**src/rtl/dct_2d_ctrl.sv**
```systemverilog
// rtl/dct_2d_ctrl.sv - 8x8 2-D DCT sequencer around one shared 1-D DCT core
//
// Purpose: drives a shared combinational 8-point 1-D DCT core twice per block.
// The row pass writes core results into an 8x8 transpose buffer. The column
// pass reads buffer columns back through the core and streams coefficients
// out through a registered valid/ready port.
//
// Ports:
//   clk, rst_n            clock (rising edge), asynchronous active-low reset
//   in_valid/in_ready     row beat handshake; in_row holds 8 pixels, element 0 leftmost
//   out_valid/out_ready   column beat handshake; out_col holds 8 coefficients
//   out_last              high with the column 7 beat
//   dct_x_in              vector presented to the shared core
//   dct_x_out             core result, combinational from dct_x_in
//   busy                  high while a block is partly loaded or draining
module dct_2d_ctrl #(
    parameter int PIX_W  = 8,
    parameter int COEF_W = 16
) (
    input  logic                   clk,
    input  logic                   rst_n,
    input  logic                   in_valid,
    output logic                   in_ready,
    input  logic [7:0][PIX_W-1:0]  in_row,
    output logic                   out_valid,
    input  logic                   out_ready,
    output logic [7:0][COEF_W-1:0] out_col,
    output logic                   out_last,
    output logic [7:0][COEF_W-1:0] dct_x_in,
    input  logic [7:0][COEF_W-1:0] dct_x_out,
    output logic                   busy
);

    typedef enum logic {
        LOAD  = 1'b0,
        DRAIN = 1'b1
    } state_e;

    state_e                  state_q, state_d;
    logic [2:0]              row_cnt_q, row_cnt_d;
    logic [2:0]              col_cnt_q, col_cnt_d;
    logic                    out_valid_q, out_valid_d;
    logic                    out_last_q, out_last_d;
    logic [7:0][COEF_W-1:0]  out_col_q, out_col_d;
    logic                    buf_we;

    // Transpose buffer: buf_q[row][col]. Contents need no reset; every
    // location is rewritten by the row pass before the column pass reads it.
    logic [7:0][COEF_W-1:0]  buf_q [8];

    always_comb begin
        state_d     = state_q;
        row_cnt_d   = row_cnt_q;
        col_cnt_d   = col_cnt_q;
        out_valid_d = out_valid_q;
        out_last_d  = out_last_q;
        out_col_d   = out_col_q;
        buf_we      = 1'b0;
        in_ready    = 1'b0;
        dct_x_in    = '0;

        // The output register drains on its own in either state, so column 7
        // can linger while the next block is already being loaded.
        if (out_valid_q && out_ready) begin
            out_valid_d = 1'b0;
        end

        unique case (state_q)
            LOAD: begin
                in_ready = 1'b1;
                for (int i = 0; i < 8; i++) begin
                    dct_x_in[i] = {{(COEF_W-PIX_W){1'b0}}, in_row[i]};
                end
                if (in_valid) begin
                    buf_we    = 1'b1;
                    row_cnt_d = row_cnt_q + 3'd1;
                    if (row_cnt_q == 3'd7) begin
                        state_d = DRAIN;
                    end
                end
            end
            DRAIN: begin
                for (int i = 0; i < 8; i++) begin
                    dct_x_in[i] = buf_q[i][col_cnt_q];
                end
                // Issue whenever the output register is empty or being emptied.
                if (!out_valid_q || out_ready) begin
                    out_col_d   = dct_x_out;
                    out_valid_d = 1'b1;
                    out_last_d  = (col_cnt_q == 3'd7);
                    col_cnt_d   = col_cnt_q + 3'd1;
                    if (col_cnt_q == 3'd7) begin
                        state_d = LOAD;
                    end
                end
            end
            default: begin
                state_d = LOAD;
            end
        endcase

        // Keep the core input quiet while reset is held.
        if (!rst_n) begin
            dct_x_in = '0;
        end
    end

    always_ff @(posedge clk or negedge rst_n) begin
        if (!rst_n) begin
            state_q     <= LOAD;
            row_cnt_q   <= 3'd0;
            col_cnt_q   <= 3'd0;
            out_valid_q <= 1'b0;
            out_last_q  <= 1'b0;
            out_col_q   <= '0;
        end else begin
            state_q     <= state_d;
            row_cnt_q   <= row_cnt_d;
            col_cnt_q   <= col_cnt_d;
            out_valid_q <= out_valid_d;
            out_last_q  <= out_last_d;
            out_col_q   <= out_col_d;
        end
    end

    always_ff @(posedge clk) begin
        if (buf_we) begin
            buf_q[row_cnt_q] <= dct_x_out;
        end
    end

    assign out_valid = out_valid_q;
    assign out_last  = out_last_q;
    assign out_col   = out_col_q;
    assign busy      = (state_q != LOAD) || (row_cnt_q != 3'd0);

endmodule

```
**config.mk**
```make
export PLATFORM = sky130hd
export DESIGN_NAME = dct_2d_ctrl
export DESIGN_NICKNAME = d
export VERILOG_FILES = /design/src/rtl/dct_2d_ctrl.sv
export SDC_FILE = /design/constraint.sdc
export NUM_CORES = 1
export LEC_CHECK = 0
export ABC_AREA = 1
export ABC_CLOCK_PERIOD_IN_PS = 9000
export CAP_MARGIN = 20
export CORE_AREA = 2 2 245 368
export CTS_CLUSTER_DIAMETER = 50
export DETAILED_ROUTE_END_ITERATION = 10
export DIE_AREA = 0 0 247 370
export GPL_ROUTABILITY_DRIVEN = 0
export GPL_TIMING_DRIVEN = 1
export PLACE_DENSITY = 0.76
export SYNTH_ARGS = -nofsm -noshare
export SYNTH_HDL_FRONTEND = slang
export SYNTH_SLANG_ARGS = --single-unit
```
**constraint.sdc**
```tcl
create_clock -name clk -period 9 [get_ports clk]
set_input_delay 1.35 -clock clk [delete_from_list [all_inputs] [get_ports clk]]
set_output_delay 1.35 -clock clk [all_outputs]
set_load 0.01 [all_outputs]
```
### After elaboration in Yosys (flattened, before gate mapping)

Memories as Yosys holds them, arrays and structs flattened.
Cells that the tools add are included.

| operators by class | value |
|---|---|
| add/subtract/negate cells | 2 |
| multiply operators | 0 |
| divide/modulo/power cells | 0 |
| $lt $le $gt $ge | 1 |
| equal/unequal tests | 2 |
| shift-type cells | 0 |
| multiplexer cells | 31 |
| bitwise gates (word level) | 1 |
| reduce and logical (&&, ||, !) cells | 7 |

Operators with widths:

| kind | count |
|---|---|
| $bmux W16 S3 | 8 |
| $pmux W128 S2 | 1 |
| $mux W128 | 1 |
| $mux W16 | 8 |
| $mux W1 | 12 |
| $add A3 B1 Y3 const B | 2 |
| $eq A3 B3 Y1 const B | 2 |
| $lt A3 B4 Y1 const B | 1 |
| $reduce_and A2 Y1 | 2 |
| $reduce_bool A3 Y1 | 1 |
| $logic_or A1 B1 Y1 | 2 |
| $pmux W1 S2 | 1 |
| $logic_and A1 B1 Y1 | 1 |
| $logic_not A1 Y1 | 1 |
| $not A1 Y1 | 1 |

| storage, ports and cells | value |
|---|---|
| bits in registers | 137 |
| bits in latches | 0 |
| bits in writable memories | 1024 |
| bits in read-only memories | 0 |
| input port bits | 196 |
| output and inout port bits | 260 |
| logic and storage cells | 58 |
| memories | 1 |

Memories:

| memory | depth | bits a word | read ports | clocked after Yosys merged registers in | write ports | line | source |
|---|---|---|---|---|---|---|---|
| buf_q | 8 | 128 | 8 | 0 | 1 | 49 | `logic [7:0][COEF_W-1:0] buf_q [8];` |

### Longest topological paths before layout

Gate-level depths: netlist of the first run.

| logic depth | value |
|---|---|
| word-level depth | 4 |
| depth in mapped cells | 10 |

### Worst setup path before layout of the first run

Ideal clock, no wire load.

| timing path | value |
|---|---|
| path type | in2reg |
| start | input port in_valid |
| end | memory buf_q[0][0] (netlist name) (enable) |
| library setup time | 617 ps |
| data arrival time | 6992 ps |
| data required time | 8383 ps |
| slack | 1391 ps |
| stages | 4 |
| path buffers | 0 |
| cell sequence | nand2_1 > inv_1 > nand2_1 > nor2_1 |

| on the way | value |
|---|---|
| word-level cells in the longest chain between the ends | 4 |

RTL lines:

| what | line | source |
|---|---|---|
| start, declared | 22 | `input logic in_valid,` |
| $mux W1 | 74 | `if (in_valid) begin` |
| $mux W1 | 68 | `unique case (state_q)` |
| $mux W1 | 127 | `if (buf_we) begin` |
| $mux W1 (implied by the code) | 128 | `buf_q[row_cnt_q] <= dct_x_out;` |
| end, declared | 49 |  |

No other way between the ends.

==> results_dict.tcl, run 1 <==
set metrics [dict create \
    cts_buffers 107 \
    port_buffers 455 \
    gr-usage-all-layers 0.295 \
    grt_max_degree 225 \
    post_cts_buffers 0 \
    fin_crit_ps 6310 \
    pwr_density_cell_nw_per_um2 323 \
    final_cells 5817 \
    ys_ff_latch 1161 \
    r2r-start "state_q" \
    timing.slew.headroom 0.261 \
    synth-seq-area-share 0.709 \
    hold_violations 0 \
    core_um2 88400 \
    syn_to_final_growth_pct 18.1 \
    yosys_warnings 0 \
    endpoint_kind "output port" \
    worst_pin_slew_ps 1110 \
    crit_fanout 162 \
    power.total_mw 18.4 \
    die_area_um2 91400 \
    min_period_over_period 0.701 \
    cts.repair.resized 0 \
    drtPass1Iterations 6 \
    utilization 0.644 \
    synth_xor_area_frac 0.000182 \
    grt.overflow.total 0 \
    drt-total-wl_um 136000 \
    place_inst 5611 \
    rsz0062_at_grt "false" \
    finalSetupViolCount 0 \
    clk_pin_slew_worst_paths_ps 60 \
    fin_setup_tns_ps 0 \
    antenna_found_initial 3 \
    drv_cap 0 \
    syn_area_um2 48200 \
    place_area_um2 53300 \
    die_h_um 370 \
    critPathKind "register to output port" \
    synth_cell_types 22 \
    drc_errors 0 \
    cts_tree "done" \
    hold_start "out_col[87]" \
    htreeDepth 3 \
    hold_class "register to register" \
    hpwl_um 84200 \
    outcome "complete, no violations" \
    syn_inst 4205 \
    synthMuxAreaShare 0.0299 \
    synth_top_family_by_area "simple AND/OR/NAND/NOR gates" \
    final_cell_mix "edfxtp_1 (1,024), nand2_1 (848), inv_1 (520)" \
    design_area_um2 56900 \
    rows 134 \
    setup.worst_path.start "col_cnt_q[0]" \
    clockBufferDepth 3 \
    async_flop_share 0.118 \
    grt_pass1_wl_um 197000 \
    synth-simple-area-share 0.144 \
    drive_above_1_share 0.0672 \
    synth_nets 4406 \
    fill_cells 6408 \
    clockRootBuffer "clkbuf_16" \
    ys.flop_type "edfxtp_1" \
    final_nets 4766 \
    via_count 32618 \
    routedWlPerCell_um 23.3 \
    leakage_nw 22.4 \
    clock-sinks 1161 \
    pin_count 456 \
    route.antenna.remaining_nets 0 \
    cp.required_ps 7650 \
    start_util 0.546 \
    vdd.ir_drop.worst_mv 0.276 \
    synth_area_per_cell_um2 11.5 \
    synth-edff-count 1024 \
    grt_pass1_vias 31156 \
    max_freq_ghz 0.158 \
    startpoint_type "register" \
    synth-compound-area-share 0.0471 \
    skew_ps 28.5 \
    die_x_um 247 \
    first_iter_violations 3631 \
    synth-adder-area-share 0.00130 \
    mostFrequentLayoutCell "edfxtp_1" \
    finalHoldWorstSlack_ps 494 \
    slew_viol_final 0 \
    viasPerCell 5.61 \
    place_ws_ps 3550 \
    worstSkewPairLatency_ps 720 \
    fin_ws_ps 2690 \
    cp_data_arrival_time_ps 4960 \
    postCtsHoldBufs 0 \
]
[layer usage]
layer	up-vias	global-route usage	wire length (um)
met1	15697	0.362	47400
met5	-	0	15
met3	291	0.0517	13100
met2	1823	0.496	67000
li1	14805	-	-
met4	2	0.165	8070
[path summary, 6_finish.rpt]
check                               end  depth (start not counted)  slack (ps)
min in group asynchronous   out_col[37]                          1         640
max in group asynchronous   out_col[66]                          2        6970
min reg2reg                 out_col[87]                          1         490
max reg2reg                buf_q[4][81]                          7        5230
max                        dct_x_in[30]                          9        2690
min                         out_col[87]                          1         490
[synthesized netlist by cell type, types with 2 or more instances]
cell type	instances	area [um^2]
o21ai_1	44	220
edfxtp_1	1024	30700
clkbuf_1	89	334
nand2_1	848	3180
mux2_2	85	957
inv_2	2	7.51
buf_4	3	22.5
buf_6	39	439
dfrtp_1	137	3430
nor2_1	395	1480
buf_1	8	30.0
ha_1	5	62.6
buf_8	2	30.0
nand3_1	449	2250
o21ai_0	280	1400
buf_2	98	490
inv_1	521	1960
a21oi_1	130	651
mux2_1	43	484
[flip-flops by register name, summed over array words and instances (netlist names)]
register,flops
col_cnt_q,3
buf_q,1024
out_col,128
state_q,1
out_valid,1
row_cnt_q,3
out_last,1
[layout make-up]
cell class                 instances  area [um^2]  area share
clock inverter                    66          674      0.0118
clock buffer                     136         2950      0.0518
antenna                            3         7.51    0.000132
inverter                         524         1990      0.0350
sequential                      1161        34200       0.601
multi-input combinational       2281        10800       0.189
timing repair buffer             490         4900      0.0860
tap                             1156         1450      0.0254
[cells by family after synthesis]
kind of cell             Yosys count
AND/OR/NAND/NOR                 1693
flip-flops                      1161
buffers and inverters            763
AO/OA/AOI/OAI                    454
multiplexers                     128
adder cells (fa/ha/maj)            5
XOR/XNOR                           1
[worst max-delay path, cell delays in order, from the launching register on]
cell and delay, ps:
dfrtp_4 1060, buf_12 620, buf_4 900, nor2_1 120
nor2_1 120, o21ai_0 100, nand3_1 130, nand2_1 130
nor2_1 250, clkdlybuf4s50_1 590
[where the power goes]
group / total (mW) / internal [mW] / switching, mW
combinational: 6.30 / 2.17 / 4.13
sequential: 7.40 / 6.91 / 0.486
clock: 4.66 / 2.63 / 2.04
total: 18.4 / 11.7 / 6.65
No activity file was read; power rests on OpenSTA's default activity.
==> inputs of run 2 (changes only) <==
Settings changed: ABC_CLOCK_PERIOD_IN_PS 9000 to 5700, CORE_AREA 2 2 245 368 to 2 2 252 378, DIE_AREA 0 0 247 370 to 0 0 254 380, PLACE_DENSITY 0.76 to 0.75.
Clock period 9 ns to 5.7 ns, I/O delays scaled along.
==> results_dict.tcl, run 2 (synthesized netlist as in run 1, its figures left out) <==
set metrics [dict create \
    outcome "complete, no violations" \
    routedWlPerCell_um 23.0 \
    port_buffers 455 \
    largest_reg_flops 1024 \
    crit_buf_inv 3 \
    hold_class "primary input to asynchronous set/reset pin" \
    clock-sinks 1161 \
    slowest_delay_ps 800 \
    power.total_mw 28.9 \
    route.antenna.remaining_nets 0 \
    cp.depth 8 \
    viasPerCell 5.50 \
    first_iter_violations 3323 \
    grt_pass1_vias 31621 \
    htreeDepth 3 \
    reg2reg_to "buf_q[6][37]" \
    drc_errors 0 \
    grt_max_degree 304 \
    fin_setup_tns_ps 0 \
    timing.slew.headroom 0.218 \
    post_cts_buffers 0 \
    drive_above_1_share 0.0652 \
    leakage_nw 22.5 \
    reg2reg_depth 6 \
    min_period_over_period 0.883 \
    cp_data_arrival_time_ps 4180 \
    rsz0062_at_grt "false" \
    critPathKind "register to output port" \
    place_area_um2 53600 \
    vdd.ir_drop.worst_mv 0.561 \
    reg2reg_slack_ps 2540 \
    regMostFlops "buf_q" \
    rows 137 \
    grt.overflow.total 0 \
    start_util 0.519 \
    final_nets 4773 \
    design_area_um2 57200 \
    crit_family "buffers and inverters" \
    pwr_density_cell_nw_per_um2 506 \
    skew_ps 23.9 \
    crit_fanout 71 \
    setup.worst_path.start "col_cnt_q[0]" \
    cts_buffers 106 \
    mostFrequentLayoutCell "edfxtp_1" \
    fin_crit_ps 5030 \
    grt_pass1_wl_um 200000 \
    path_cells "buf_4, buf_4, nand2_1, nand3_1, nand3_1, nand2_1, a21oi_1, clkdlybuf4s50_1" \
    die_area_um2 96500 \
    worstSkewPairLatency_ps 710 \
    cts.repair.resized 0 \
    die_x_um 254 \
    drt-total-wl_um 136000 \
    die_h_um 380 \
    hpwl_um 85200 \
    clockBufferDepth 3 \
    finalHoldWorstSlack_ps 64.4 \
    startpoint_type "register" \
    clk_pin_slew_worst_paths_ps 60 \
    slew_viol_final 0 \
    max_freq_ghz 0.199 \
    hold_violations 0 \
    gr-usage-all-layers 0.281 \
    cp_slowest_cell "dfrtp_4" \
    clockRootBuffer "clkbuf_16" \
    core_um2 92900 \
    worst_pin_slew_ps 1170 \
    drv_cap 0 \
    r2r-start "state_q" \
    postCtsHoldBufs 0 \
    antenna_found_initial 6 \
    drtPass1Iterations 5 \
    syn_to_final_growth_pct 18.6 \
    fill_cells 7172 \
    cp.required_ps 4850 \
    final_cell_mix "edfxtp_1 (1,024), nand2_1 (848), inv_1 (520)" \
    cts_tree "done" \
    pin_count 456 \
    finalSetupViolCount 0 \
    via_count 32574 \
    critPathCapture "dct_x_in[68]" \
    endpoint_kind "output port" \
]
-- run 2: routing by layer --
metal | track usage | vias up | share of wire
li1 | - | 14833 | -
met1 | 0.329 | 15733 | 0.35
met2 | 0.477 | 1672 | 0.50
met3 | 0.0598 | 328 | 0.093
met4 | 0.163 | 8 | 0.062
met5 | 0 | - | 0.00037
-- run 2: report_power, final --
| part | switching [mW] | internal, mW |
|---|---|---|
| combinational | 6.62 | 3.49 |
| sequential | 0.607 | 10.9 |
| clock | 3.14 | 4.17 |
-- run 2: area by class of cell --
class                           instances  area, um^2  share of cell area
Clock buffer                          156        3030              0.0529
Sequential cell                      1161       34200               0.598
Inverter                              524        2000              0.0349
Timing Repair Buffer                  498        5040              0.0882
Tap cell                             1251        1570              0.0274
Clock inverter                         45         568             0.00993
Multi-Input combinational cell       2281       10800               0.188
Antenna cell                            3        7.51            0.000131
-- run 2: how the worst min path moves through the flow --
stage	start	end	slack, ps
floorplan	row_cnt_q[0]	row_cnt_q[0]	500
global placement	out_col[103]	out_col[103]	470
detailed placement	out_last	out_last	480
CTS	rst_n	out_col[51]	50
global route	rst_n	out_col[51]	80
finish	rst_n	out_col[51]	60
-- run 2: stage by stage --
stage               cells  setup slack (ps)  utilization
finish               5919               667        0.615
detailed placement   5715              1460        0.577
floorplan            4205             -1410            -
CTS                  5916               703        0.615
global route         5916               441        0.615
global placement     5715              1490        0.577
